$ cat src/rtl/slot_mem_sequencer.sv
// Slot memory access sequencer: latches a translated mapper access and runs one
// handshake to the external RAM controller or the on-chip save SRAM, stalling the CPU.
module slot_mem_sequencer #(
  parameter int ADDR_W   = 27,
  parameter int SRAM_AW  = 18,
  parameter int SRAM_LAT = 1,
  parameter int TIMEOUT  = 255
) (
  input  logic                clk_sys,
  input  logic                reset_n,
  input  logic                cpu_req,
  input  logic                cpu_wr,
  input  logic [7:0]          cpu_din,
  input  logic [ADDR_W-1:0]   map_addr,
  input  logic                map_rnw,
  input  logic                map_ram_cs,
  input  logic                map_sram_cs,
  output logic                wait_n,
  output logic [7:0]          data,
  output logic                ram_req,
  output logic                ram_we,
  output logic [ADDR_W-1:0]   ram_addr,
  output logic [7:0]          ram_wdata,
  input  logic                ram_ack,
  input  logic [7:0]          ram_rdata,
  output logic                sram_ce,
  output logic                sram_we,
  output logic [SRAM_AW-1:0]  sram_addr,
  output logic [7:0]          sram_wdata,
  input  logic [7:0]          sram_rdata,
  output logic                timeout_err
);

  typedef enum logic [1:0] {
    ST_IDLE      = 2'd0,
    ST_RAM_WAIT  = 2'd1,
    ST_SRAM_WAIT = 2'd2,
    ST_DONE      = 2'd3
  } state_t;

  localparam logic [7:0] TMO_C = 8'(TIMEOUT);
  localparam logic [7:0] LAT_C = 8'(SRAM_LAT);

  state_t              state_q, state_d;
  logic [7:0]          cnt_q, cnt_d;
  logic [ADDR_W-1:0]   addr_q, addr_d;
  logic [7:0]          wdata_q, wdata_d;
  logic                rd_q, rd_d;
  logic                ram_req_q, ram_req_d;
  logic                ram_we_q, ram_we_d;
  logic                sram_ce_q, sram_ce_d;
  logic                sram_we_q, sram_we_d;
  logic [7:0]          data_q, data_d;
  logic                tmo_q, tmo_d;

  logic                eff_s;
  logic                start_s;
  logic                busy_s;
  logic [7:0]          cnt_inc_s;

  // A write the mapper forbids is dropped as if no device were selected.
  assign eff_s     = (map_sram_cs || map_ram_cs) && !(cpu_wr && map_rnw);
  assign start_s   = (state_q == ST_IDLE) && cpu_req && eff_s;
  assign busy_s    = (state_q == ST_RAM_WAIT) || (state_q == ST_SRAM_WAIT);
  assign cnt_inc_s = cnt_q + 8'd1;

  assign wait_n      = !busy_s && !start_s;
  assign data        = data_q;
  assign ram_req     = ram_req_q;
  assign ram_we      = ram_we_q;
  assign ram_addr    = addr_q;
  assign ram_wdata   = wdata_q;
  assign sram_ce     = sram_ce_q;
  assign sram_we     = sram_we_q;
  assign sram_addr   = addr_q[SRAM_AW-1:0];
  assign sram_wdata  = wdata_q;
  assign timeout_err = tmo_q;

  // Next-state and registered-output logic of the access sequencer.
  always_comb begin
    state_d   = state_q;
    cnt_d     = cnt_q;
    addr_d    = addr_q;
    wdata_d   = wdata_q;
    rd_d      = rd_q;
    ram_req_d = ram_req_q;
    ram_we_d  = ram_we_q;
    sram_ce_d = 1'b0;
    sram_we_d = 1'b0;
    data_d    = 8'hFF;
    tmo_d     = tmo_q;

    case (state_q)
      ST_IDLE: begin
        if (start_s) begin
          addr_d  = map_addr;
          wdata_d = cpu_din;
          rd_d    = !cpu_wr;
          cnt_d   = 8'd0;
          if (map_sram_cs) begin
            state_d   = ST_SRAM_WAIT;
            sram_ce_d = 1'b1;
            sram_we_d = cpu_wr;
          end else begin
            state_d   = ST_RAM_WAIT;
            ram_req_d = 1'b1;
            ram_we_d  = cpu_wr;
          end
        end else begin
          state_d = ST_IDLE;
        end
      end
      ST_RAM_WAIT: begin
        cnt_d = cnt_inc_s;
        // An ack in the final counted cycle still wins over the abort.
        if (ram_ack) begin
          state_d   = ST_DONE;
          ram_req_d = 1'b0;
          ram_we_d  = 1'b0;
          data_d    = rd_q ? ram_rdata : 8'hFF;
        end else if (cnt_inc_s == TMO_C) begin
          state_d   = ST_DONE;
          ram_req_d = 1'b0;
          ram_we_d  = 1'b0;
          tmo_d     = 1'b1;
        end else begin
          state_d = ST_RAM_WAIT;
        end
      end
      ST_SRAM_WAIT: begin
        if (cnt_q == LAT_C) begin
          state_d = ST_DONE;
          data_d  = rd_q ? sram_rdata : 8'hFF;
        end else begin
          cnt_d = cnt_inc_s;
        end
      end
      ST_DONE: begin
        state_d = ST_IDLE;
      end
      default: begin
        state_d   = ST_IDLE;
        ram_req_d = 1'b0;
        ram_we_d  = 1'b0;
      end
    endcase
  end

  // State and output registers with synchronous active-low reset.
  always_ff @(posedge clk_sys) begin
    if (!reset_n) begin
      state_q   <= ST_IDLE;
      cnt_q     <= 8'd0;
      addr_q    <= '0;
      wdata_q   <= 8'd0;
      rd_q      <= 1'b0;
      ram_req_q <= 1'b0;
      ram_we_q  <= 1'b0;
      sram_ce_q <= 1'b0;
      sram_we_q <= 1'b0;
      data_q    <= 8'hFF;
      tmo_q     <= 1'b0;
    end else begin
      state_q   <= state_d;
      cnt_q     <= cnt_d;
      addr_q    <= addr_d;
      wdata_q   <= wdata_d;
      rd_q      <= rd_d;
      ram_req_q <= ram_req_d;
      ram_we_q  <= ram_we_d;
      sram_ce_q <= sram_ce_d;
      sram_we_q <= sram_we_d;
      data_q    <= data_d;
      tmo_q     <= tmo_d;
    end
  end

endmodule
$ cat config.mk
export PLATFORM = sky130hd
export DESIGN_NAME = slot_mem_sequencer
export DESIGN_NICKNAME = d
export VERILOG_FILES = /design/src/rtl/slot_mem_sequencer.sv
export SDC_FILE = /design/constraint.sdc
export NUM_CORES = 1
export LEC_CHECK = 0
export ABC_AREA = 1
export BUFFER_PORTS_ARGS = -buffer_cell sky130_fd_sc_hd__buf_2
export CAP_MARGIN = 0
export CORE_ASPECT_RATIO = 0.75
export CORE_MARGIN = 4
export CORE_UTILIZATION = 49
export DETAILED_ROUTE_END_ITERATION = 10
export PLACE_DENSITY = 0.82
export SLEW_MARGIN = 20
export SYNTH_ARGS = -nofsm -noshare
export SYNTH_HDL_FRONTEND = slang
export SYNTH_SLANG_ARGS = --single-unit
$ cat constraint.sdc
create_clock -name clk_sys -period 4.25 [get_ports clk_sys]
set_clock_uncertainty 0.1 [all_clocks]
set_input_delay 0.2125 -clock clk_sys [delete_from_list [all_inputs] [get_ports clk_sys]]
set_output_delay 0.2125 -clock clk_sys [all_outputs]
set_load 0.02 [all_outputs]
==> out/metrics.cfg <==
[grt]
antenna_found_initial=0
grt_first_pass_wirelength_um=11900
grt_pass1_vias=2668
track_usage_pct=22.6
grt_max_degree=46
grt.overflow.total=0

[critical_path]
endpoint_kind=output port
startpoint=state_q[0]
reg2reg_from=state_q[0]
required_ps=3940
worst-path-max-fanout=41
cpMaxStageDelayCell=inv_2
max_stage_delay_ps=510
crit_chain=inv_1 -> ha_1 -> inv_2 -> a21oi_2 -> and2_4 -> inv_2 -> nand2_1 -> inv_1 -> buf_2
critPathKind=reg -> out
startpoint_type=flip-flop
crit_buf_inv=5
path_delay_family=buffers and inverters
arrival_ps=2330

[logic_synthesis]
synthMostInstantiatedCell=nor2_1
synth-edff-count=0
synth_ff_type=dfxtp_1
yosysTopAreaCell=dfxtp_1
synth_top_area_share_pct=44.7
synthArstFlopShare_pct=0
synth.area.top_cells=dfxtp_1, nor2_1, o21ai_0
netlist_instances=352
synth.distinct_cells=27
synth_nets=417
synth_commonest_cells=nor2_1, dfxtp_1, o21ai_0, buf_4, nand2_1
ys_ff_latch=59
synth-seq-area-share_pct=44.7
yosys_warnings=0
avgSynthCellArea_um2=7.50
synth_area_mm2=0.00264

[timing]
max_freq_mhz=378
final-hold-violation-count=0
setup_violations=0
fin_crit_ps=2650
fin_setup_tns_ps=0
max_slew_margin_pct=55.3
worst_pin_slew_ps=670
slew_viol_final=0
post-route-period-util_pct=62.3
rsz0062_at_grt=false

[floorplan]
row_count=22
ios=134
fp.dieH_um=71.6
die_w_um=92.8
core_mm2=0.00504
initial_utilization_pct=52.4
dieArea_mm2=0.00664

[power]
powerDensity_mw_per_mm2=494
peakVddDrop_mv=0.296
power_mw=1.79
leakage_nw=1.79

[clock_network]
cts_buffers=9
path_clk_slew_ps=70
root_buffer=clkbuf_8
clock-sinks=59
cts_tree=done
post_cts_buffers=0
clockBufferDepth=2
clkLatencyLatePin_ps=340
cts_max_level=3

[run]
drv_cap=0

[placed_design]
io_buffers=133
dp.cells=516
place_congestion=0.874
hpwl_um=5000

[worst_hold_path]
min_from=map_addr[18]
hp-class=in -> reg

[detailed_routing]
vias=2827
drcViolationCount=0
drt.antenna.violating_nets=0
drt-wirelength-per-cell_um=13.6
routed_wl_um=7650
viasPerCell=5.03
dr.pass1.iters=5
first_iter_violations=144

[finish]
diodes=0
final_net_count=550
layout-drive-gt1-share_pct=33.1
syn_to_final_growth_pct=37.5
stdcell_count=562

[run_status]
status=finished, final reports clean

-- through the flow --
step | util [%] | area (um^2) | setup slack (ps) | hold slack, ps
CTS | 72.1 | 3630 | 1590 | 1.22
finish | 72.1 | 3630 | 1600 | 9.28
global route | 72.1 | 3630 | 1430 | 18.6
floorplan | - | 2640 | 2450 | 203
detailed placement | 62.1 | 3130 | 1960 | 341
global placement | 62.1 | 3130 | 2020 | 336
-- power breakdown --
group	switching (mW)	internal, mW
Sequential	0.0654	0.644
Combinational	0.373	0.195
Clock	0.232	0.286
Total	0.670	1.12
-- final timing paths --
path,to,slack [ps],depth (start not counted)
hold reg to reg,ram_we,380,2
setup reg to reg,state_q[0],2040,9
setup / recovery,wait_n,1600,9
hold / removal,ram_addr[18],9,3
-- flip-flops by register name (all words and copies together), names as in the netlist --
signal       flops
ram_req          1
ram_wdata        8
sram_ce          1
sram_we          1
cnt_q            8
ram_we           1
data             8
rd_q             1
timeout_err      1
state_q          2
ram_addr        27
-- kinds of logic (layout without fill, tap and decap cells) --
kind of cell             Yosys count  count (layout)  synth area share (%)
AND/OR/NAND/NOR                  135             135                  21.4
buffers and inverters             66             204                  13.7
AO/OA/AOI/OAI                     86              86                  17.3
flip-flops                        59              59                  44.7
adder cells (fa/ha/maj)            6               6                  2.84
-- metal layers --
metal | vias up | global-route usage [%] | share of wire [%] | wire length (um)
met5 | - | 0 | 0 | 0
met4 | 0 | 11.7 | 2.8 | 212
met3 | 21 | 6.82 | 10 | 769
met2 | 149 | 38.8 | 47 | 3580
met1 | 1270 | 25.6 | 40 | 3090
li1 | 1387 | - | - | -
-- cell type report --
class	instances	area, um^2
multi-input cells	227	1100
repair buffers	163	966
fillers	402	1410
clock inverters	6	63.8
clock buffers	10	138
well taps	72	90.1
inverters	25	93.8
flip-flops and latches	59	1180
-- worst reg2reg max path: stages (launching register included) --
cell      delay (ps)
dfxtp_1          330
inv_1            110
ha_1             220
inv_2             80
a21oi_2          100
and2_4           380
inv_2            360
o22ai_1          250
nor2_1            60
a211oi_1         160
-- cells in the final DEF (no fill, tap or decap), types with 2 or more instances in the layout --
cell type and instances:
a211oi_1 4, a21oi_1 19, a21oi_2 2, buf_2 133, clkbuf_8 10, clkinv_2 2, clkinvlp_4 2, dfxtp_1 59
dlygate4sd3_1 30, ha_1 6, inv_1 22, inv_2 3, nand2_1 26, nand2_2 2, nand3_1 15, nand3_2 2
nand4_1 3, nor2_1 81, nor2_2 2, nor3_1 2, o21a_1 2, o21ai_0 52, o21ai_1 5
-- timing repair --
item	4_1_cts	5_1_grt
hold endpoints to repair	30	0
resized for setup	0	0
hold buffers	30	0
Power figures use the tool's default switching activity.
